<file path="src/rtl/psum_drain.sv">
// psum_drain: accumulates per-filter psum snapshots across channel passes, then streams saturated results one lane per beat.
// Latency: a load with last=1 raises out_valid on the next cycle; one beat per cycle while out_ready is high.
// Backpressure: a beat holds data/idx/last while out_ready is low; loads arriving during the drain are dropped with an err pulse.
// Build option PSUM_RELU_EN: when defined, negative results are emitted as zero (accumulators keep the signed sum).
module psum_drain #(
    parameter int DW    = 16,
    parameter int MAX_P = 24,
    parameter int ACC_W = 24
) (
    input  logic                clk,
    input  logic                rst_n,
    input  logic                load,
    input  logic                last,
    input  logic [4:0]          p,
    input  logic [MAX_P*DW-1:0] d_in,
    output logic                busy,
    output logic                out_valid,
    input  logic                out_ready,
    output logic [DW-1:0]       out_data,
    output logic [4:0]          out_idx,
    output logic                out_last,
    output logic                err
);

    typedef enum logic [1:0] {S_IDLE, S_ACCUM, S_DRAIN} state_t;

    localparam logic [4:0]              MAX_P5  = 5'(MAX_P);
    localparam logic signed [ACC_W-1:0] SAT_MAX = ACC_W'((1 << (DW - 1)) - 1);
    localparam logic signed [ACC_W-1:0] SAT_MIN = ~SAT_MAX;
    localparam logic [DW-1:0]           OUT_MAX = {1'b0, {(DW-1){1'b1}}};
    localparam logic [DW-1:0]           OUT_MIN = {1'b1, {(DW-1){1'b0}}};

    state_t                  state_q, state_d;
    logic signed [ACC_W-1:0] acc_q [MAX_P];
    logic [4:0]              p_lat_q;
    logic [4:0]              idx_q;
    logic                    err_q, err_d;

    logic                    p_ok;
    logic                    xfer;
    logic                    final_beat;
    logic [4:0]              lane_lim;
    logic [MAX_P-1:0]        lane_en;
    logic signed [ACC_W-1:0] lane_ext [MAX_P];
    logic signed [ACC_W-1:0] acc_sel;
    logic [DW-1:0]           sat_val;

    assign p_ok       = (p != 5'd0) && (p <= MAX_P5);
    assign xfer       = (state_q == S_DRAIN) && out_ready;
    assign final_beat = (idx_q == (p_lat_q - 5'd1));
    assign busy       = (state_q != S_IDLE);
    assign err        = err_q;

    // Sign-extend each lane and decide which lanes take part in this load
    // (the incoming p on the first pass, the latched p afterwards).
    always_comb begin
        lane_lim = (state_q == S_IDLE) ? p : p_lat_q;
        for (int i = 0; i < MAX_P; i++) begin
            lane_ext[i] = {{(ACC_W-DW){d_in[i*DW+DW-1]}}, d_in[i*DW +: DW]};
            lane_en[i]  = (5'(i) < lane_lim);
        end
    end

    // State, latched lane count, drain index and err pulse registers.
    always_ff @(posedge clk or negedge rst_n) begin
        if (!rst_n) begin
            state_q <= S_IDLE;
            p_lat_q <= '0;
            idx_q   <= '0;
            err_q   <= 1'b0;
        end else begin
            state_q <= state_d;
            err_q   <= err_d;
            if (state_q == S_IDLE && load && p_ok) begin
                p_lat_q <= p;
            end
            if (xfer) begin
                idx_q <= final_beat ? 5'd0 : idx_q + 5'd1;
            end
        end
    end

    // Next state and err; loads in DRAIN are never accepted, including on the final beat.
    always_comb begin
        state_d = state_q;
        err_d   = 1'b0;
        case (state_q)
            S_IDLE: begin
                if (load) begin
                    if (p_ok) state_d = last ? S_DRAIN : S_ACCUM;
                    else      err_d   = 1'b1;
                end
            end
            S_ACCUM: begin
                if (load) begin
                    err_d = (p != p_lat_q);
                    if (last) state_d = S_DRAIN;
                end
            end
            S_DRAIN: begin
                err_d = load;
                if (xfer && final_beat) state_d = S_IDLE;
            end
            default: state_d = S_IDLE;
        endcase
    end

    // Accumulator bank: overwrite on the first pass, add on later passes, clear after the last beat.
    always_ff @(posedge clk or negedge rst_n) begin
        if (!rst_n) begin
            for (int i = 0; i < MAX_P; i++) acc_q[i] <= '0;
        end else if (state_q == S_IDLE && load && p_ok) begin
            for (int i = 0; i < MAX_P; i++) acc_q[i] <= lane_en[i] ? lane_ext[i] : '0;
        end else if (state_q == S_ACCUM && load) begin
            for (int i = 0; i < MAX_P; i++) begin
                if (lane_en[i]) acc_q[i] <= acc_q[i] + lane_ext[i];
            end
        end else if (xfer && final_beat) begin
            for (int i = 0; i < MAX_P; i++) acc_q[i] <= '0;
        end
    end

    // Output beat: saturate the selected accumulator; all outputs are zero outside DRAIN.
    always_comb begin
        acc_sel = acc_q[idx_q];
        if (acc_sel > SAT_MAX)      sat_val = OUT_MAX;
        else if (acc_sel < SAT_MIN) sat_val = OUT_MIN;
        else                        sat_val = acc_sel[DW-1:0];
`ifdef PSUM_RELU_EN
        if (sat_val[DW-1]) sat_val = '0;
`endif
        out_valid = (state_q == S_DRAIN);
        out_data  = out_valid ? sat_val : '0;
        out_idx   = out_valid ? idx_q : 5'd0;
        out_last  = out_valid && final_beat;
    end

endmodule
</file>
<file path="config.mk">
export PLATFORM = sky130hd
export DESIGN_NAME = psum_drain
export DESIGN_NICKNAME = d
export VERILOG_FILES = /design/src/rtl/psum_drain.sv
export SDC_FILE = /design/constraint.sdc
export NUM_CORES = 2
export LEC_CHECK = 0
export ABC_AREA = 1
export CAP_MARGIN = 20
export CORE_MARGIN = 3
export CORE_UTILIZATION = 35
export DETAILED_ROUTE_END_ITERATION = 10
export PLACE_DENSITY = 0.55
export SLEW_MARGIN = 10
export SYNTH_ARGS = -nofsm -noshare
export SYNTH_HDL_FRONTEND = slang
export SYNTH_SLANG_ARGS = --single-unit
</file>
<file path="constraint.sdc">
create_clock -name clk -period 5.7 [get_ports clk]
set_clock_uncertainty 0.05 [all_clocks]
set_input_delay 1.71 -clock clk [delete_from_list [all_inputs] [get_ports clk]]
set_output_delay 1.71 -clock clk [all_outputs]
set_load 0.02 [all_outputs]
</file>
==> impl_metrics.tcl <==
set metrics [dict create \
    required_ns 3.94 \
    power.total_w 0.04342 \
    worstSetupEndpointType "output pin" \
    grtUsageTotal_pct 29.00 \
    dp_hpwl_um 208400 \
    initial_utilization_pct 35.35 \
    num-nets-final 10710 \
    port_buffers 418 \
    holdCritStartpoint "acc_q[345]" \
    slowest_stage "dfrtp_4" \
    ctsLongestPathBuffers 3 \
    first_pass_iters 6 \
    rsz0062_at_grt "no" \
    synth_seq_area_share_pct 24.22 \
    worstReg2RegStart "idx_q[1]" \
    p_leak_nw 32.66 \
    layout.cells.non_filler 12140 \
    clkPwrFrac_pct 13.6 \
    ys_seq_elements 589 \
    ant_nets 0 \
    r2r_setup_slack_ns 1.95 \
    synth.distinct_cells 55 \
    power.internal_w 0.01909 \
    post-route-util_pct 40.99 \
    num_rows 152 \
    period_share_pct 97.74 \
    synth_area_um2 60850 \
    tightest_slew_ns 1.160 \
    routabilityCongestion 0.9923 \
    period_needed_ns 5.571 \
    whs_path_depth 2 \
    syn_area_per_cell_um2 6.436 \
    path_clk_slew_ns 0.06 \
    grt_max_degree 87 \
    fillers 18310 \
    clkSinkCount 589 \
    fin_setup_tns_ns 0 \
    maxCapViolations 0 \
    wirelength_um 269200 \
    antenna_found_initial 29 \
    rr_endpoint "acc_q[338]" \
    vias 67910 \
    crit_path_max_fanout 24 \
    final_cell_mix "nand2_1, a21oi_1, nor2_1, o21ai_0, inv_1" \
    hold_viol 0 \
    via_per_inst 5.595 \
    syn2layout_area_growth_pct 15.94 \
    slew_viol_final 0 \
    seqPwrFrac_pct 20.4 \
    boundaryPins 419 \
    seq_area_um2 14750 \
    drc 0 \
    grt_overflow_total 0 \
    die_h_um 423.0 \
    pwr_density_cell_nw_per_um2 615.4 \
    crit_type "register to output pin" \
    cts_root_buffer "clkbuf_16" \
    placed_cells 11960 \
    hp-class "register to register" \
    ctsHoldBuffers 0 \
    cts_tree "yes" \
    syn_inst 9454 \
    die_w_um 423.0 \
    comb_power_share_pct 66.0 \
    worstSetupStartpointType "register" \
    grt_pass1_wl_um 403500 \
    ys_warn_count 0 \
    min_delay_worst_endpoint "acc_q[345]" \
    p_sw_share_pct 56.02 \
    status "completed" \
    synth_nets 10430 \
    drive_gt1_share_pct 4.936 \
    numCtsBuffers 85 \
    report.final.setup_viol 0 \
    layout_commonest_cell "nand2_1" \
    die-area_um2 178900 \
    ir_drop_uv 394.9 \
    wl_per_cell_um 22.18 \
    max_freq_mhz 179.5 \
    clock_latency_ns 0.71 \
    worst_slack_ns 0.1290 \
    core-area_um2 172100 \
    worstPathArrival_ns 3.81 \
    drt-initial-drc-count 6325 \
    slew_headroom_pct 22.58 \
    multiInputGateArea_um2 41490 \
    crit_chain "inv_16, buf_6, buf_4, o21ai_0, o221ai_1, o211ai_1, nand3_1, nand2_1, nand2_1, nand2_1, a21oi_1, dlygate4sd2_1" \
    h-tree-depth 3 \
    ff2ff_path_depth 11 \
    max_stage_delay_ns 0.62 \
    crit_top_cell "nand2_1" \
    net-switching-power_w 0.02432 \
    dp_slack_ns 0.2354 \
    grt_pass1_vias 64920 \
]
[per-layer routing]
layer  global-route usage, %  wire length (um)
met5                       0                13
met1                   37.43            114700
met3                   3.174             15430
met4                   14.58             14170
met2                   47.98            124900
[flip-flops by register name (all words and copies together) (netlist names)]
name,cells
acc_q,576
err,1
idx_q,5
p_lat_q,5
state_q,2
[critical path, delay by kind of cell, from the launching register on]
family | cells | cell delay (ns)
compound gates | 4 | 0.91
buf+inv | 4 | 1.06
flops | 1 | 0.62
simple gates | 4 | 0.50
[cell usage after synthesis, drive strengths merged]
cell	instances	area (um2)
o211a	2	20.02
and2	1	6.260
a22oi	100	780.8
or2	110	688.2
clkbuf	145	544.3
nor3	67	335.3
o21bai	68	510.5
a31o	2	17.52
a21boi	26	195.2
o22ai	41	256.5
nor3b	6	50.05
a32oi	30	262.8
o221a	23	259.0
clkinv	2	8.750
o32ai	1	8.760
fa	24	480.5
a221oi	2	17.52
nand3	614	3085
inv	870	3266
nand3b	65	488.0
nand4	55	344.1
ha	554	6932
nand2	2143	8092
a211oi	17	127.6
dfrtp	589	14740
xnor2	31	271.5
o221ai	36	315.3
nor2	1070	4154
o2bb2ai	1	8.760
buf	151	872.1
o21ai	940	4746
a21oi	1421	7191
o21a	11	82.58
a31oi	72	450.4
xor2	38	332.8
a21o	62	465.5
nor4	29	181.4
o211ai	35	262.8
[timing repair]
action	4_1_cts	5_1_grt
endpoints found under the setup margin	16	16
resized for setup	39	20
cloned	6	0
buffers inserted	2	0
[power groups by stage]
stage	Sequential [W]	Clock (W)	Combinational [W]
3_5_place_dp	0.00885	0	0.0278
6_report	0.00887	0.00589	0.0287
2_1_floorplan	0.00748	0	0.0196
5_1_grt	0.00905	0.00617	0.0319
3_3_place_gp	0.00884	0	0.0276
4_1_cts	0.00883	0.00602	0.0283
[worst max-delay path by stage]
stage / from / end / slack, ns / depth (start not counted)
2_1_floorplan: idx_q[0] / out_data[11] / 1.70 / 15
3_3_place_gp: idx_q[0] / out_data[7] / 0.23 / 14
3_5_place_dp: idx_q[0] / out_data[8] / 0.24 / 14
4_1_cts: idx_q[0] / out_data[15] / 0.06 / 12
5_1_grt: idx_q[0] / out_data[10] / 0.004 / 18
6_report: idx_q[0] / out_data[5] / 0.13 / 12
[cell type report]
cell class | instances | area share, %
multi-input cells | 7697 | 58.81
flip-flops and latches | 589 | 20.91
repair buffers | 493 | 7.153
inverters | 872 | 4.686
well taps | 2310 | 4.097
clock buffers | 125 | 3.588
clock inverters | 28 | 0.6562
diodes | 22 | 0.07804
repair inverters | 2 | 0.02483
[cell families (layout without fill, tap and decap cells)]
group,count (synthesis),count (layout),synth area share [%]
xor gates and xnor gates,69,69,0.9932
buffers and inverters,1168,1520,7.709
and+or+nand+nor,4160,4160,28.64
AOI/OAI and AO/OA,2890,2890,26.26
DFF,589,589,24.22
other,0,22,0
adders and majority gates,578,578,12.18
[through the flow]
stage | instance area (um2) | hold slack (ns)
after floorplan | 60850 | 0.4192
after global placement | 67260 | 0.4500
after detailed placement | 67260 | 0.4522
after CTS | 70500 | 0.4657
after global routing | 70540 | 0.4866
final | 70550 | 0.4676
(Power assumes the default switching activity.)
